==> config.mk <==
export PLATFORM = sky130hd
export DESIGN_NAME = controle_fp
export DESIGN_NICKNAME = d
export VERILOG_FILES = /design/src/rtl/controle_fp_pkg.sv /design/src/rtl/controle_fp_contador_zeros_esquerda.sv /design/src/rtl/controle_fp.sv
export SDC_FILE = /design/constraint.sdc
export NUM_CORES = 1
export LEC_CHECK = 0
export BUFFER_PORTS_ARGS = -buffer_cell sky130_fd_sc_hd__buf_4
export CAP_MARGIN = 5
export CORE_ASPECT_RATIO = 1.2
export CORE_MARGIN = 3
export CORE_UTILIZATION = 56
export DETAILED_ROUTE_END_ITERATION = 8
export PLACE_DENSITY = 0.85
export SLEW_MARGIN = 20
export SYNTH_ARGS = -nofsm -noshare
export SYNTH_HDL_FRONTEND = slang
export SYNTH_HIERARCHICAL = 1
export SYNTH_SLANG_ARGS = --single-unit
==> constraint.sdc <==
create_clock -name clk -period 7.7 [get_ports clk]
set_input_delay 1.54 -clock clk [delete_from_list [all_inputs] [get_ports clk]]
set_output_delay 1.54 -clock clk [all_outputs]
set_load 0.1 [all_outputs]
==> src/rtl/controle_fp_pkg.sv <==
// Shared types and constants for the floating-point add sequencing controller.
package controle_fp_pkg;

  localparam int unsigned MAX_ALIGN = 26;

  // ULA mode selects: both ULAs run in add mode, big ULA never subtracts
  localparam logic ULA_MODE_ADD = 1'b1;
  localparam logic BIG_ULA_ADD  = 1'b0;

  // Exponent adjust direction and fraction shift direction
  localparam logic EXP_ADJ_ADD  = 1'b0;
  localparam logic EXP_ADJ_SUB  = 1'b1;
  localparam logic SHIFT_RIGHT  = 1'b0;
  localparam logic SHIFT_LEFT   = 1'b1;

  typedef enum logic [3:0] {
    IDLE,
    DIFF,
    ALIGN,
    EXP_LD,
    EXP_REL,
    NORM_LD,
    NORM_REL,
    CHECK,
    RN_LD,
    RN_REL,
    DONE
  } state_t;

endpackage

==> src/rtl/controle_fp_contador_zeros_esquerda.sv <==
// Combinational leading-zero counter; an all-zero input yields FRAC_W.
module contador_zeros_esquerda #(
  parameter int unsigned FRAC_W = 26,
  parameter int unsigned SH_W   = 5
) (
  input  logic [FRAC_W-1:0] data,
  output logic [SH_W-1:0]   zeros_c
);

  int unsigned n;

  // Scan upward so the highest set bit has the final say
  always_comb begin
    n = FRAC_W;
    for (int unsigned i = 0; i < FRAC_W; i++) begin
      if (data[i]) n = FRAC_W - 1 - i;
    end
    zeros_c = SH_W'(n);
  end

endmodule

==> src/rtl/controle_fp.sv <==
// Sequencer for the floating-point add datapath: drives the control word
// through align, exponent load, normalize and optional round re-normalize.
module controle_fp
  import controle_fp_pkg::*;
#(
  parameter int unsigned FRAC_W = 26,
  parameter int unsigned EXP_W  = 8,
  parameter int unsigned SH_W   = 5
) (
  input  logic              clk,
  input  logic              reset,
  input  logic              start,
  output logic              busy,
  output logic              done,
  output logic              zero_result,
  input  logic              overflow,
  input  logic [EXP_W-1:0]  saida_registrador,
  input  logic [FRAC_W-1:0] data_out_big_ula,
  output logic              load,
  output logic [SH_W-1:0]   tamanho,
  output logic [SH_W-1:0]   tamanho2,
  output logic [EXP_W-1:0]  tamanho3,
  output logic              soma_multiplica_small_ula,
  output logic              soma_multiplica_big_ula,
  output logic              decisor_mux_expoente_escolhido,
  output logic              decisor_mux_saida_big_ula,
  output logic              decisor_shift_right_left,
  output logic              subtrador_big_ula,
  output logic              subtrador_Somador_subtrador
);

  state_t            state, state_n;
  logic [EXP_W-1:0]  diff, diff_n;
  logic [SH_W-1:0]   lz, lz_n, lz_c;
  logic              all_zero_c;

  logic              load_n, busy_n, done_n, zero_n;
  logic [SH_W-1:0]   tamanho_n, tamanho2_n;
  logic [EXP_W-1:0]  tamanho3_n;
  logic              mux_exp_n, mux_saida_n, shift_rl_n, sub_big_n, sub_som_n;

  contador_zeros_esquerda #(
    .FRAC_W (FRAC_W),
    .SH_W   (SH_W)
  ) u_lzc (
    .data    (data_out_big_ula),
    .zeros_c (lz_c)
  );

  assign all_zero_c = (lz_c == SH_W'(FRAC_W));

  // Next state, plus the registered control word of the state being entered
  always_comb begin
    state_n     = state;
    diff_n      = diff;
    lz_n        = lz;
    load_n      = 1'b0;
    done_n      = 1'b0;
    busy_n      = 1'b0;
    zero_n      = zero_result;
    tamanho_n   = tamanho;
    tamanho2_n  = tamanho2;
    tamanho3_n  = tamanho3;
    mux_exp_n   = decisor_mux_expoente_escolhido;
    mux_saida_n = decisor_mux_saida_big_ula;
    shift_rl_n  = decisor_shift_right_left;
    sub_big_n   = subtrador_big_ula;
    sub_som_n   = subtrador_Somador_subtrador;

    case (state)
      IDLE:     if (start) state_n = DIFF;
      DIFF:     state_n = ALIGN;
      ALIGN: begin
        diff_n  = saida_registrador;
        lz_n    = lz_c;
        state_n = all_zero_c ? DONE : EXP_LD;
      end
      EXP_LD:   state_n = EXP_REL;
      EXP_REL:  state_n = NORM_LD;
      NORM_LD:  state_n = NORM_REL;
      NORM_REL: state_n = CHECK;
      CHECK:    state_n = overflow ? RN_LD : DONE;
      RN_LD:    state_n = RN_REL;
      RN_REL:   state_n = DONE;
      DONE:     state_n = IDLE;
      default:  state_n = IDLE;
    endcase

    busy_n = (state_n != IDLE);

    // Alignment shift is clamped so a huge exponent gap flushes the small operand
    if (state == ALIGN) begin
      tamanho_n = (saida_registrador > EXP_W'(MAX_ALIGN)) ? SH_W'(MAX_ALIGN)
                                                          : saida_registrador[SH_W-1:0];
      sub_big_n = BIG_ULA_ADD;
      zero_n    = all_zero_c;
    end

    case (state_n)
      IDLE: begin
        tamanho_n   = '0;
        tamanho2_n  = '0;
        tamanho3_n  = '0;
        mux_exp_n   = 1'b0;
        mux_saida_n = 1'b0;
        shift_rl_n  = 1'b0;
        sub_big_n   = 1'b0;
        sub_som_n   = 1'b0;
      end
      DIFF: zero_n = 1'b0;
      EXP_LD, EXP_REL: begin
        mux_exp_n   = 1'b0;
        sub_som_n   = EXP_ADJ_ADD;
        tamanho3_n  = diff_n;
        mux_saida_n = 1'b0;
        load_n      = (state_n == EXP_LD);
      end
      NORM_LD, NORM_REL: begin
        mux_exp_n   = 1'b1;
        mux_saida_n = 1'b0;
        // lz == 0 means the sum carried into the top bit: shift right by one
        if (lz_n == '0) begin
          shift_rl_n = SHIFT_RIGHT;
          tamanho2_n = SH_W'(1);
          sub_som_n  = EXP_ADJ_ADD;
          tamanho3_n = EXP_W'(1);
        end else begin
          shift_rl_n = SHIFT_LEFT;
          tamanho2_n = lz_n - SH_W'(1);
          sub_som_n  = EXP_ADJ_SUB;
          tamanho3_n = EXP_W'(lz_n - SH_W'(1));
        end
        load_n = (state_n == NORM_LD);
      end
      RN_LD, RN_REL: begin
        mux_saida_n = 1'b1;
        shift_rl_n  = SHIFT_RIGHT;
        tamanho2_n  = SH_W'(1);
        mux_exp_n   = 1'b1;
        sub_som_n   = EXP_ADJ_ADD;
        tamanho3_n  = EXP_W'(1);
        load_n      = (state_n == RN_LD);
      end
      DONE: done_n = 1'b1;
      default: ;
    endcase
  end

  always_ff @(posedge clk) begin
    if (reset) begin
      state                          <= IDLE;
      diff                           <= '0;
      lz                             <= '0;
      load                           <= 1'b0;
      busy                           <= 1'b0;
      done                           <= 1'b0;
      zero_result                    <= 1'b0;
      tamanho                        <= '0;
      tamanho2                       <= '0;
      tamanho3                       <= '0;
      soma_multiplica_small_ula      <= 1'b0;
      soma_multiplica_big_ula        <= 1'b0;
      decisor_mux_expoente_escolhido <= 1'b0;
      decisor_mux_saida_big_ula      <= 1'b0;
      decisor_shift_right_left       <= 1'b0;
      subtrador_big_ula              <= 1'b0;
      subtrador_Somador_subtrador    <= 1'b0;
    end else begin
      state                          <= state_n;
      diff                           <= diff_n;
      lz                             <= lz_n;
      load                           <= load_n;
      busy                           <= busy_n;
      done                           <= done_n;
      zero_result                    <= zero_n;
      tamanho                        <= tamanho_n;
      tamanho2                       <= tamanho2_n;
      tamanho3                       <= tamanho3_n;
      soma_multiplica_small_ula      <= ULA_MODE_ADD;
      soma_multiplica_big_ula        <= ULA_MODE_ADD;
      decisor_mux_expoente_escolhido <= mux_exp_n;
      decisor_mux_saida_big_ula      <= mux_saida_n;
      decisor_shift_right_left       <= shift_rl_n;
      subtrador_big_ula              <= sub_big_n;
      subtrador_Somador_subtrador    <= sub_som_n;
    end
  end

endmodule

Word level (Yosys, flattened, before mapping)

Cells that the tools add are included.

Word-level logic and storage cells: 101
Register bits: 44
Output and inout port bits: 29
Input port bits: 38

Mux-type cells: 45
Equal/unequal tests: 18
Add/sub/neg operators: 2
Order comparisons: 1
Reductions and logical operators: 20

Operator list:

| cell                | number |
|---|---|
| $mux 5              | 19 |
| $mux 4              | 10 |
| $pmux 4 s10         | 1 |
| $pmux 8 s4          | 1 |
| $eq 4x3->1 const B  | 7 |
| $eq 4x4->1 const B  | 5 |
| $mux 8              | 2 |
| $pmux 5 s3          | 1 |
| $eq 4x2->1 const B  | 3 |
| $reduce_or 2->1     | 5 |
| $reduce_or 5->1     | 2 |
| $eq 4x1->1 const B  | 2 |
| $gt 8x5->1 const B  | 1 |
| $logic_not 4->1     | 2 |
| $pmux 1 s2          | 4 |
| $reduce_bool 2->1   | 4 |
| $reduce_bool 4->1   | 2 |
| $mux 2              | 3 |
| $reduce_or 3->1     | 2 |
| $sub 5x1->6 const B | 1 |
| $eq 5x5->1 const B  | 1 |
| $logic_not 5->1     | 1 |
| $sub 5x1->5 const B | 1 |
| $reduce_or 4->1     | 1 |
| 3 further kinds     | 5 |

Logic depth before layout (Yosys ltp)

Gate-level depths: netlist of run 1.

Word-level depth: 32
Gate-level depth with buffers: 13
Gate-level depth less buffers: 11

Modules after synthesis

The synthesis of run 1 kept the hierarchy.

By module, submodules not included:

| module                  | area an instance (um^2) | cells an instance | times used |
|---|---|---|---|
| controle_fp             | 2084.5                  | 240               | 1 |
| contador_zeros_esquerda | 279.0                   | 50                | 1 |

Worst setup path before layout of run 1

No wires, ideal clock.

Path kind: input port to flip-flop
Start: input port data_out_big_ula[2]
End: register decisor_shift_right_left
Path slack: 3.764 ns
Buffers on the path: 1
Arrival: 3.811 ns
Setup time: 0.125 ns
Stages on the path: 11
Path through: o311ai_0 -> a311oi_1 -> o31ai_1 -> a21oi_1 -> mux2i_1 -> ha_1 -> or4b_2 -> clkbuf_1 -> a21o_1 -> a21oi_1 -> nor3_1

Longest elaborated chain between the ends: 30
Elaborated cells on any way between the ends: 39
Classes of those cells: eq/ne (5); mux (29); reduce/logical (5)

RTL lines:

| item                                                                | line                                      | RTL |
|---|---|---|
| start: declaration                                                  | controle_fp.sv:18                         | `input logic [FRAC_W-1:0] data_out_big_ula,` |
| $mux 4 * (8 in series)                                              | controle_fp_contador_zeros_esquerda.sv:16 | `if (data[i]) n = FRAC_W - 1 - i;` |
| $mux 5 * (16 in series)                                             | controle_fp_contador_zeros_esquerda.sv:16 |  |
| net lz_c[1]                                                         | controle_fp.sv:34                         | `logic [SH_W-1:0] lz, lz_n, lz_c;` |
| $eq 5x5->1                                                          | controle_fp.sv:50                         | `assign all_zero_c = (lz_c == SH_W'(FRAC_W));` |
| $mux 4                                                              | controle_fp.sv:76                         | `state_n = all_zero_c ? DONE : EXP_LD;` |
| $pmux 4 s10                                                         | controle_fp.sv:70                         | `case (state)` |
| $eq 4x4->1 (tied with other cells)                                  | controle_fp.sv:99                         | `case (state_n)` |
| $reduce_or 3->1 (no source line) or $reduce_or 2->1 (tied branches) | --                                        |  |
| $pmux 1 s2 or $reduce_bool 2->1 (tied branches)                     | --                                        |  |
| end signal: assignment                                              | controle_fp.sv:183                        | `decisor_shift_right_left <= shift_rl_n;` |
| end: declaration                                                    | controle_fp.sv:27                         | `output logic decisor_shift_right_left,` |

Mark *: on every way through the listed nets, which the timed path passes. The rest lies on a longest branch.
A chain may end at the register's enable or synchronous reset.

Worst setup path after layout of run 1

Start: input port data_out_big_ula[9]
End: register tamanho3[6]

Longest elaborated chain between the ends: 23
Elaborated cells on any way between the ends: 36
Classes of those cells: add/sub (1); eq/ne (7); mux (22); reduce/logical (6)

RTL lines:

| item                                            | line                                      | RTL |
|---|---|---|
| $mux 4 *                                        | controle_fp_contador_zeros_esquerda.sv:16 |  |
| $mux 5 * (16 in series)                         | controle_fp_contador_zeros_esquerda.sv:16 |  |
| net lz_c[1]                                     | controle_fp.sv:34                         |  |
| $eq 5x5->1                                      | controle_fp.sv:50                         |  |
| $mux 4                                          | controle_fp.sv:76                         |  |
| $pmux 4 s10                                     | controle_fp.sv:70                         |  |
| $eq 4x4->1 (tied with other cells)              | controle_fp.sv:99                         |  |
| $reduce_or 2->1                                 | controle_fp.sv:99                         |  |
| $pmux 8 s4 or $reduce_bool 4->1 (tied branches) | --                                        |  |
| end signal: assignment                          | controle_fp.sv:178                        | `tamanho3 <= tamanho3_n;` |
| end: declaration                                | controle_fp.sv:22                         | `output logic [EXP_W-1:0] tamanho3,` |

Marks and branches as above.

==> results of run 1 <==
## stage by stage
step	worst slack [ns]	power (uW)	instances	hold WS [ns]
global placement	3.47	393	393	0.441
global route	3.44	605	401	0.481
detailed placement	3.39	395	393	0.443
CTS	3.68	583	401	0.463
floorplan	3.76	354	290	0.436
finish	3.56	583	401	0.458
## layer usage
| metal | routed length (um) | GRT usage, % |
|---|---|---|
| met5 | 0 | 0 |
| met4 | 187 | 11.2 |
| met3 | 406 | 4.54 |
| met2 | 3030 | 41.4 |
| met1 | 2520 | 27.6 |
## synth_stat cells (2+ instances only)
cell	n
and2_1	2
buf_2	2
o2bb2ai_1	2
a21oi_2	2
nor4_1	8
clkbuf_1	10
or2_2	2
a31oi_1	3
o311ai_0	2
mux2i_1	7
buf_6	2
nand2b_1	4
o21a_1	2
nor3_1	13
o32ai_1	2
ha_1	2
o31ai_1	5
buf_4	2
nor4b_1	3
dfxtp_1	44
nor3b_1	3
a211o_1	4
a22o_1	2
a21oi_1	20
a221o_1	5
nand3b_1	2
a21o_1	6
or4b_2	2
inv_1	13
a211oi_1	4
nand2_1	34
o21ai_0	19
a221oi_2	2
nor2_1	27
nand3_1	4
nor2b_1	2
xnor2_1	2
## where the power goes
part	leakage (uW)	switching, uW	internal (uW)
clock	0.0000645	77.1	114
sequential	0.000357	11.4	237
combinational	0.000849	95.7	47.7
total	0.00127	184	399
## logic make-up (layout without fill, tap and decap cells)
group,count (synthesis),after routing
and+or+nand+nor,113,113
AOI/OAI and AO/OA,90,90
DFF,44,44
buffers and inverters,31,88
muxes,7,7
adders and majority gates,2,2
xor gates and xnor gates,2,2
other,1,1
## layout make-up
| type | instances | share of cell area (%) |
|---|---|---|
| well taps | 54 | 2.28 |
| clock inverters | 1 | 1.01 |
| flip-flops and latches | 44 | 29.7 |
| repair buffers | 66 | 16.7 |
| multi-input cells | 215 | 45.3 |
| inverters | 14 | 1.77 |
| clock buffers | 7 | 3.25 |
## worst max-delay path by stage
stage	from	to	slack, ns
3_3_place_gp	data_out_big_ula[2]	subtrador_Somador_subtrador	3.47
4_1_cts	data_out_big_ula[9]	tamanho3[6]	3.68
3_5_place_dp	data_out_big_ula[9]	tamanho3[6]	3.39
2_1_floorplan	data_out_big_ula[2]	decisor_shift_right_left	3.76
6_report	data_out_big_ula[9]	tamanho3[6]	3.56
5_1_grt	data_out_big_ula[9]	tamanho3[6]	3.44
## critical path: cells and delay by family
family / cells / cell delay (ns)
buffers and inverters: 1 / 0.12
AO/OA/AOI/OAI: 6 / 1.58
AND/OR/NAND/NOR: 3 / 1.14
## flip-flops by register name, summed over array words and instances, names as in the netlist, 4 cells and up
register / count
diff: 8
lz: 5
state: 4
tamanho: 5
tamanho2: 5
tamanho3: 8
==> flow_metrics.tcl, run 1 <==
set metrics [dict create \
    status "finished clean" \
    postCtsHoldBufs 0 \
    register_area_um2 881 \
    multi_input_area_um2 1340 \
    fp.dieH_um 77.2 \
    synth_warnings 6 \
    cts_tree "yes" \
    htree_num_levels 2 \
    whs_endpoint "tamanho2[2]" \
    slowest_delay_ns 0.54 \
    setup_viol 0 \
    dpl_cell_area_um2 2840 \
    ir_drop_uv 110 \
    grt_max_degree 28 \
    core_um2 4000 \
    filler_cell_count 334 \
    muxShareOfSynthArea_pct 2.96 \
    cp_cell_sequence "buf_4 > nor2_1 > o311ai_0 > a311oi_1 > o31ai_1 > a21oi_1 > nand4b_1 > o31ai_2 > nor3b_4 > a221o_1" \
    dr.pass1.iters 4 \
    powerDensity_nw_per_um2 197 \
    avgViaCountPerCell 5.95 \
    synth-compound-area-share_pct 26.8 \
    hp-class "flop to flop" \
    wirelength_um 6140 \
    layout_common_cells "buf_4 (66), dfxtp_1 (44), nand2_1 (34)" \
    syn_area_um2 2360 \
    postCtsSetupBuffers 0 \
    grt_use_total_pct 23.9 \
    post-route-util_pct 74.0 \
    start_kind "input pin" \
    synth_edf_count 0 \
    synth_top_family_by_area "compound AO/OA/AOI/OAI gates" \
    cp.required_ns 7.94 \
    cts_buffer_depth 2 \
    yosysUniqueCellTypes 57 \
    rr_startpoint "state[0]" \
    seq_area_frac_synth_pct 37.3 \
    clkLatencyLatePin_ns 0.29 \
    drive_gt1_share_pct 25.6 \
    fin_area_um2 2960 \
    antenna_cells 0 \
    slew_headroom_pct 48.1 \
    grt_pass1_wl_um 9760 \
    drt_iter0_markers 239 \
    async_flop_share_pct 0 \
    hp-start "tamanho2[2]" \
    synthTopCellsByArea "dfxtp_1 (37%), nand2_1 (5.4%), nor2_1 (4.3%)" \
    path_class "input pin to flop" \
    first_global_vias 2269 \
    drc 0 \
    ioPinCount 67 \
    portBuffers 65 \
    ant_nets 0 \
    synth-xor-area-share_pct 0.741 \
    yosysTopAreaCellShare_pct 37.3 \
    clkSlewWorstSetupHoldPaths_ns 0.08 \
    timing.fmax_mhz 242 \
    r2r_cells 7 \
    final.setup.tns_ns 0 \
    yosys.area_share.simple_pct 25.0 \
    r2r_slack_ns 4.45 \
    end_kind "flop" \
    skew_ns 0.00778 \
    worstHoldPathCells 1 \
    avgRoutedWirePerCell_um 15.3 \
    synth-seq-cells 44 \
    initial_utilization_pct 59.0 \
    final.min_clock_period_ns 4.14 \
    grt-ovfl-total 0 \
    grt_setup_unrepaired "no" \
    final_common_cell "buf_4" \
    route.vias.total 2387 \
    post-route-period-util_pct 53.8 \
    hold_violations 0 \
    place_congestion 0.844 \
    synthAdderAreaFrac_pct 1.06 \
    leakage_uw 0.00127 \
    die_x_um 65.3 \
    antenna_found_initial 0 \
    ctsResizeCount 0 \
    root_buffer "clkbuf_8" \
    crit_path_max_fanout 9 \
    fin_nets 386 \
    slew_viol_final 0 \
    r2r-end "tamanho3[6]" \
    hpwl_um 4450 \
    numCtsBuffers 5 \
    synth_ff_type "dfxtp_1" \
    clock-sinks 44 \
    syn_avg_cell_area_um2 8.15 \
    design.die.area_um2 5040 \
    area_growth_pct 25.4 \
    maxCapViolCount 0 \
    synthCells 290 \
    critPathSlowestCell "nor3b_4" \
    synth_nets 330 \
    rows 25 \
    yosysTopAreaCell "dfxtp_1" \
    tightest_slew_ns 0.777 \
    critPathArrivalTime_ns 4.38 \
]
(Power assumes the default switching activity.)
==> run 2, diff against run 1 <==
- CORE_UTILIZATION: 56 -> 52
- PLACE_DENSITY: 0.85 -> 0.8
- clock period: 7.7 -> 4.2 ns (I/O delays scaled with it)
==> run 2 against run 1 <==
Net effect:
- worst hold slack better by 0.0063 ns
- non-clock buffer count is 2 higher
- cell area shrank 0.38%
- total power rose by 72%
- critical path depth is 1 higher
- global-route usage shrank 0.32 points
- sequential power increased by 84%
- critical path type unchanged
- largest power group unchanged
- highest routed layer unchanged
==> flow_metrics.tcl, run 2 (synthesis results as in run 1) <==
set metrics [dict create \
    status "finished clean" \
    area_growth_pct 24.9 \
    portBuffers 65 \
    dr.pass1.iters 4 \
    final.setup.tns_ns 0 \
    grt_use_total_pct 23.6 \
    fp.dieH_um 79.9 \
    wirelength_um 6210 \
    powerDensity_nw_per_um2 340 \
    path_class "input pin to flop" \
    filler_cell_count 378 \
    avgViaCountPerCell 5.91 \
    htree_num_levels 2 \
    drt_iter0_markers 280 \
    met2_length_um 3080 \
    skew_ns 0.00976 \
    top_layer_used "met4" \
    final_common_cell "buf_4" \
    leakage_uw 0.00126 \
    clkLatencyLatePin_ns 0.30 \
    critPathArrivalTime_ns 3.50 \
    ioPinCount 67 \
    place_congestion 0.886 \
    slew_viol_final 0 \
    die_x_um 67.5 \
    postCtsHoldBufs 0 \
    clock-sinks 44 \
    route.vias.total 2393 \
    cts_buffer_depth 2 \
    design.die.area_um2 5390 \
    holdWs_ns 0.464 \
    final.min_clock_period_ns 3.26 \
    antenna_cells 0 \
    initial_utilization_pct 54.6 \
    fin_nets 388 \
    ctsResizeCount 0 \
    tightest_slew_ns 0.772 \
    first_global_vias 2258 \
    grt_max_degree 28 \
    hold_violations 0 \
    reg_top3 "diff (8), tamanho3 (8)" \
    setup_viol 0 \
    ir_drop_uv 180 \
    ant_nets 0 \
    hpwl_um 4610 \
    post-route-period-util_pct 77.5 \
    cts_tree "yes" \
    start_kind "input pin" \
    drc 0 \
    clkSlewWorstSetupHoldPaths_ns 0.08 \
    avgRoutedWirePerCell_um 15.3 \
    wl_met3_um 391 \
    rows 26 \
    root_buffer "clkbuf_8" \
    grt_setup_unrepaired "no" \
    layout_common_cells "buf_4 (68), dfxtp_1 (44), nand2_1 (34)" \
    drive_gt1_share_pct 26.1 \
    end_kind "flop" \
    maxCapViolCount 0 \
    grt_pass1_wl_um 9910 \
    grt-ovfl-total 0 \
    antenna_found_initial 0 \
    m1WireLength_um 2510 \
    slew_headroom_pct 48.4 \
    timing.fmax_mhz 307 \
    crit_path_max_fanout 9 \
    postCtsSetupBuffers 0 \
    cp.required_ns 4.44 \
    numCtsBuffers 5 \
    core_um2 4330 \
    hp-class "flop to flop" \
]
==> run 2: cell count changes in the layout (fill, tap and decap cells not counted), sizes merged <==
cell / change
buf: +2
clkinvlp: +2
bufinv: -1
clkbuf: -1
==> run 2: worst max-delay path, cell delays in order <==
cell and delay (ns):
buf_4 0.11, nor2_1 0.19, o311ai_0 0.16, a311oi_1 0.28
o31ai_1 0.09, a21oi_1 0.22, nand4b_1 0.41, o31ai_2 0.33
buf_4 0.19, nor3b_4 0.44, a221o_1 0.22
==> run 2: worst paths after layout <==
path / start / to / slack, ns / cells after the start
setup / recovery: data_out_big_ula[9] / tamanho3[5] / 0.94 / 11
hold reg to reg: diff[5] / diff[5] / 0.46 / 2
setup reg to reg: state[0] / tamanho3[7] / 0.98 / 7
hold / removal: diff[5] / diff[5] / 0.46 / 2
==> run 2: layout make-up <==
cell class                 instances  area, um2  share of cell area [%]
clock buffer                       6       82.6                    2.80
clock inverter                     2       15.0                   0.508
inverter                          14       52.6                    1.78
multi-input combinational        215       1340                    45.4
sequential                        44        881                    29.8
tap                               56       70.1                    2.37
timing repair buffer              68        510                    17.3
==> run 2: per-stage QoR <==
| stage | instances | power (uW) | cell area [um2] | setup WS, ns | util (%) |
|---|---|---|---|---|---|
| global route | 405 | 1050 | 2950 | 0.725 | 68.2 |
| global placement | 397 | 724 | 2860 | 0.760 | 66.0 |
| finish | 405 | 1000 | 2950 | 0.944 | 68.2 |
| CTS | 405 | 1000 | 2950 | 0.956 | 68.2 |
| floorplan | 290 | 649 | 2360 | 0.964 | - |
| detailed placement | 397 | 728 | 2860 | 0.651 | 66.0 |
==> run 2: metal layers <==
metal	vias up	track usage (%)
li1	1178	-
met1	1098	28.2
met2	96	39.0
met3	21	4.08
met4	0	12.6
met5	-	0
==> run 2: where the power goes <==
group | total (uW) | switching [uW] | leakage (uW) | internal, uW
Clock | 283 | 149 | 0.0000434 | 133
Combinational | 264 | 175 | 0.000859 | 89.5
Sequential | 456 | 21.0 | 0.000357 | 435
==> run 3, diff against run 2 <==
- clock period: 4.2 -> 3.2 ns (I/O delays scaled with it)
==> run 3 against run 2 <==
Net effect:
- critical path depth unchanged
- via count increased by 0.42%
- critical path type unchanged
- highest routed layer unchanged
- critical endpoint is now tamanho3[7]
- core utilization is 1.4 points higher
- worst hold slack worse by 0.0064 ns
- cell area up 2.1%
==> flow_metrics.tcl, run 3 (synthesis results as in run 1) <==
set metrics [dict create \
    grt_max_degree 28 \
    rows 26 \
    p_int_uw 920 \
    hold_violations 0 \
    critPathArrivalTime_ns 3.10 \
    final_common_cell "buf_4" \
    end_kind "flop" \
    final.setup.tns_ns 0 \
    area_growth_pct 27.5 \
    antenna_found_initial 0 \
    drive_gt1_share_pct 27.3 \
    post-route-period-util_pct 91.3 \
    first_global_vias 2239 \
    hp-class "flop to flop" \
    cts_buffer_depth 2 \
    antenna_cells 0 \
    core_um2 4330 \
    die_x_um 67.5 \
    layout_common_cells "buf_4 (76), dfxtp_1 (44), nand2_1 (34)" \
    switchingPower_uw 433 \
    ioPinCount 67 \
    drt_iter0_markers 332 \
    drc 0 \
    clockPowerShare_pct 29.3 \
    root_buffer "clkbuf_8" \
    crit_path_max_fanout 6 \
    postCtsHoldBufs 0 \
    holdWs_ns 0.458 \
    maxCapViolCount 0 \
    ctsResizeCount 0 \
    grt-ovfl-total 0 \
    start_kind "input pin" \
    numCtsBuffers 5 \
    hpwl_um 4610 \
    grt_pass1_wl_um 9920 \
    skew_ns 0.0101 \
    final.min_clock_period_ns 2.92 \
    clkSlewWorstSetupHoldPaths_ns 0.07 \
    fp.dieH_um 79.9 \
    powerDensity_nw_per_um2 449 \
    grt_use_total_pct 23.5 \
    ir_drop_uv 317 \
    avgRoutedWirePerCell_um 15.1 \
    slew_viol_final 0 \
    dr.pass1.iters 4 \
    reg_top3 "diff (8), tamanho3 (8)" \
    htree_num_levels 2 \
    fin_nets 396 \
    avgViaCountPerCell 5.85 \
    cp.required_ns 3.38 \
    place_congestion 0.888 \
    design.die.area_um2 5390 \
    fin_area_um2 3010 \
    power_uw 1350 \
    grt_setup_unrepaired "no" \
    initial_utilization_pct 54.6 \
    portBuffers 65 \
    route.vias.total 2403 \
    status "finished clean" \
    leakage_uw 0.00130 \
    ant_nets 0 \
    timing.fmax_mhz 342 \
    setup_viol 0 \
    seqPwrFrac_pct 43.0 \
    netSwitchingFraction_pct 32.0 \
    slew_headroom_pct 55.0 \
    wirelength_um 6200 \
    dpl_cell_area_um2 2920 \
    postCtsSetupBuffers 0 \
    cts_tree "yes" \
    path_class "input pin to flop" \
    combPwrFrac_pct 27.7 \
    clock-sinks 44 \
    clkLatencyLatePin_ns 0.29 \
    tightest_slew_ns 0.665 \
    post-route-util_pct 69.7 \
]
[run 3: cell count changes in the layout (fill, tap and decap cells not counted)]
cell	delta
buf_4	+8
clkinvlp_4	-2
bufinv_16	+1
clkbuf_8	-1
[run 3: final timing paths]
path / start / end / slack [ns] / cells past startpoint
max: data_out_big_ula[2] / tamanho3[7] / 0.28 / 11
min: tamanho[2] / tamanho[2] / 0.46 / 2
max reg2reg: state[0] / tamanho3[7] / 0.46 / 7
min reg2reg: tamanho[2] / tamanho[2] / 0.46 / 2
[run 3: area by class of cell]
cell class / count / area [um2]
Fill cell: 378 / 1310
Sequential cell: 44 / 881
Multi-Input combinational cell: 215 / 1340
Inverter: 14 / 52.6
Clock inverter: 1 / 30.0
Clock buffer: 5 / 68.8
Tap cell: 56 / 70.1
Timing Repair Buffer: 76 / 571
[run 3: metrics by stage]
stage	setup WS [ns]	std cells
floorplan	0.164	290
global placement	0.0400	405
detailed placement	-0.0247	405
CTS	0.282	411
global route	0.0831	411
finish	0.280	411
[run 3: power groups by stage]
stage          Combinational [uW]  Clock, uW  Sequential [uW]
2_1_floorplan                 168          0              684
3_3_place_gp                  369          0              593
3_5_place_dp                  370          0              594
4_1_cts                       372        403              581
5_1_grt                       401        424              584
6_report                      375        396              581
[run 3: routing by layer]
metal	share of wire, %	up-vias	wire, um	track usage, %
met3	6.2	12	387	4.37
met1	39	1104	2430	27.9
met5	0	-	0	0
li1	-	1185	-	-
met2	52	102	3240	40.5
met4	2.3	0	141	9.74
[run 3: worst max-delay path, cell delays in order]
cell and delay, ns:
buf_4 0.12, o311ai_0 0.31, a311oi_1 0.14, o31ai_1 0.20, a21oi_1 0.11, mux2i_1 0.21, ha_1 0.20, or4b_2 0.69
nand2_1 0.14, a21oi_1 0.08, a221o_1 0.27
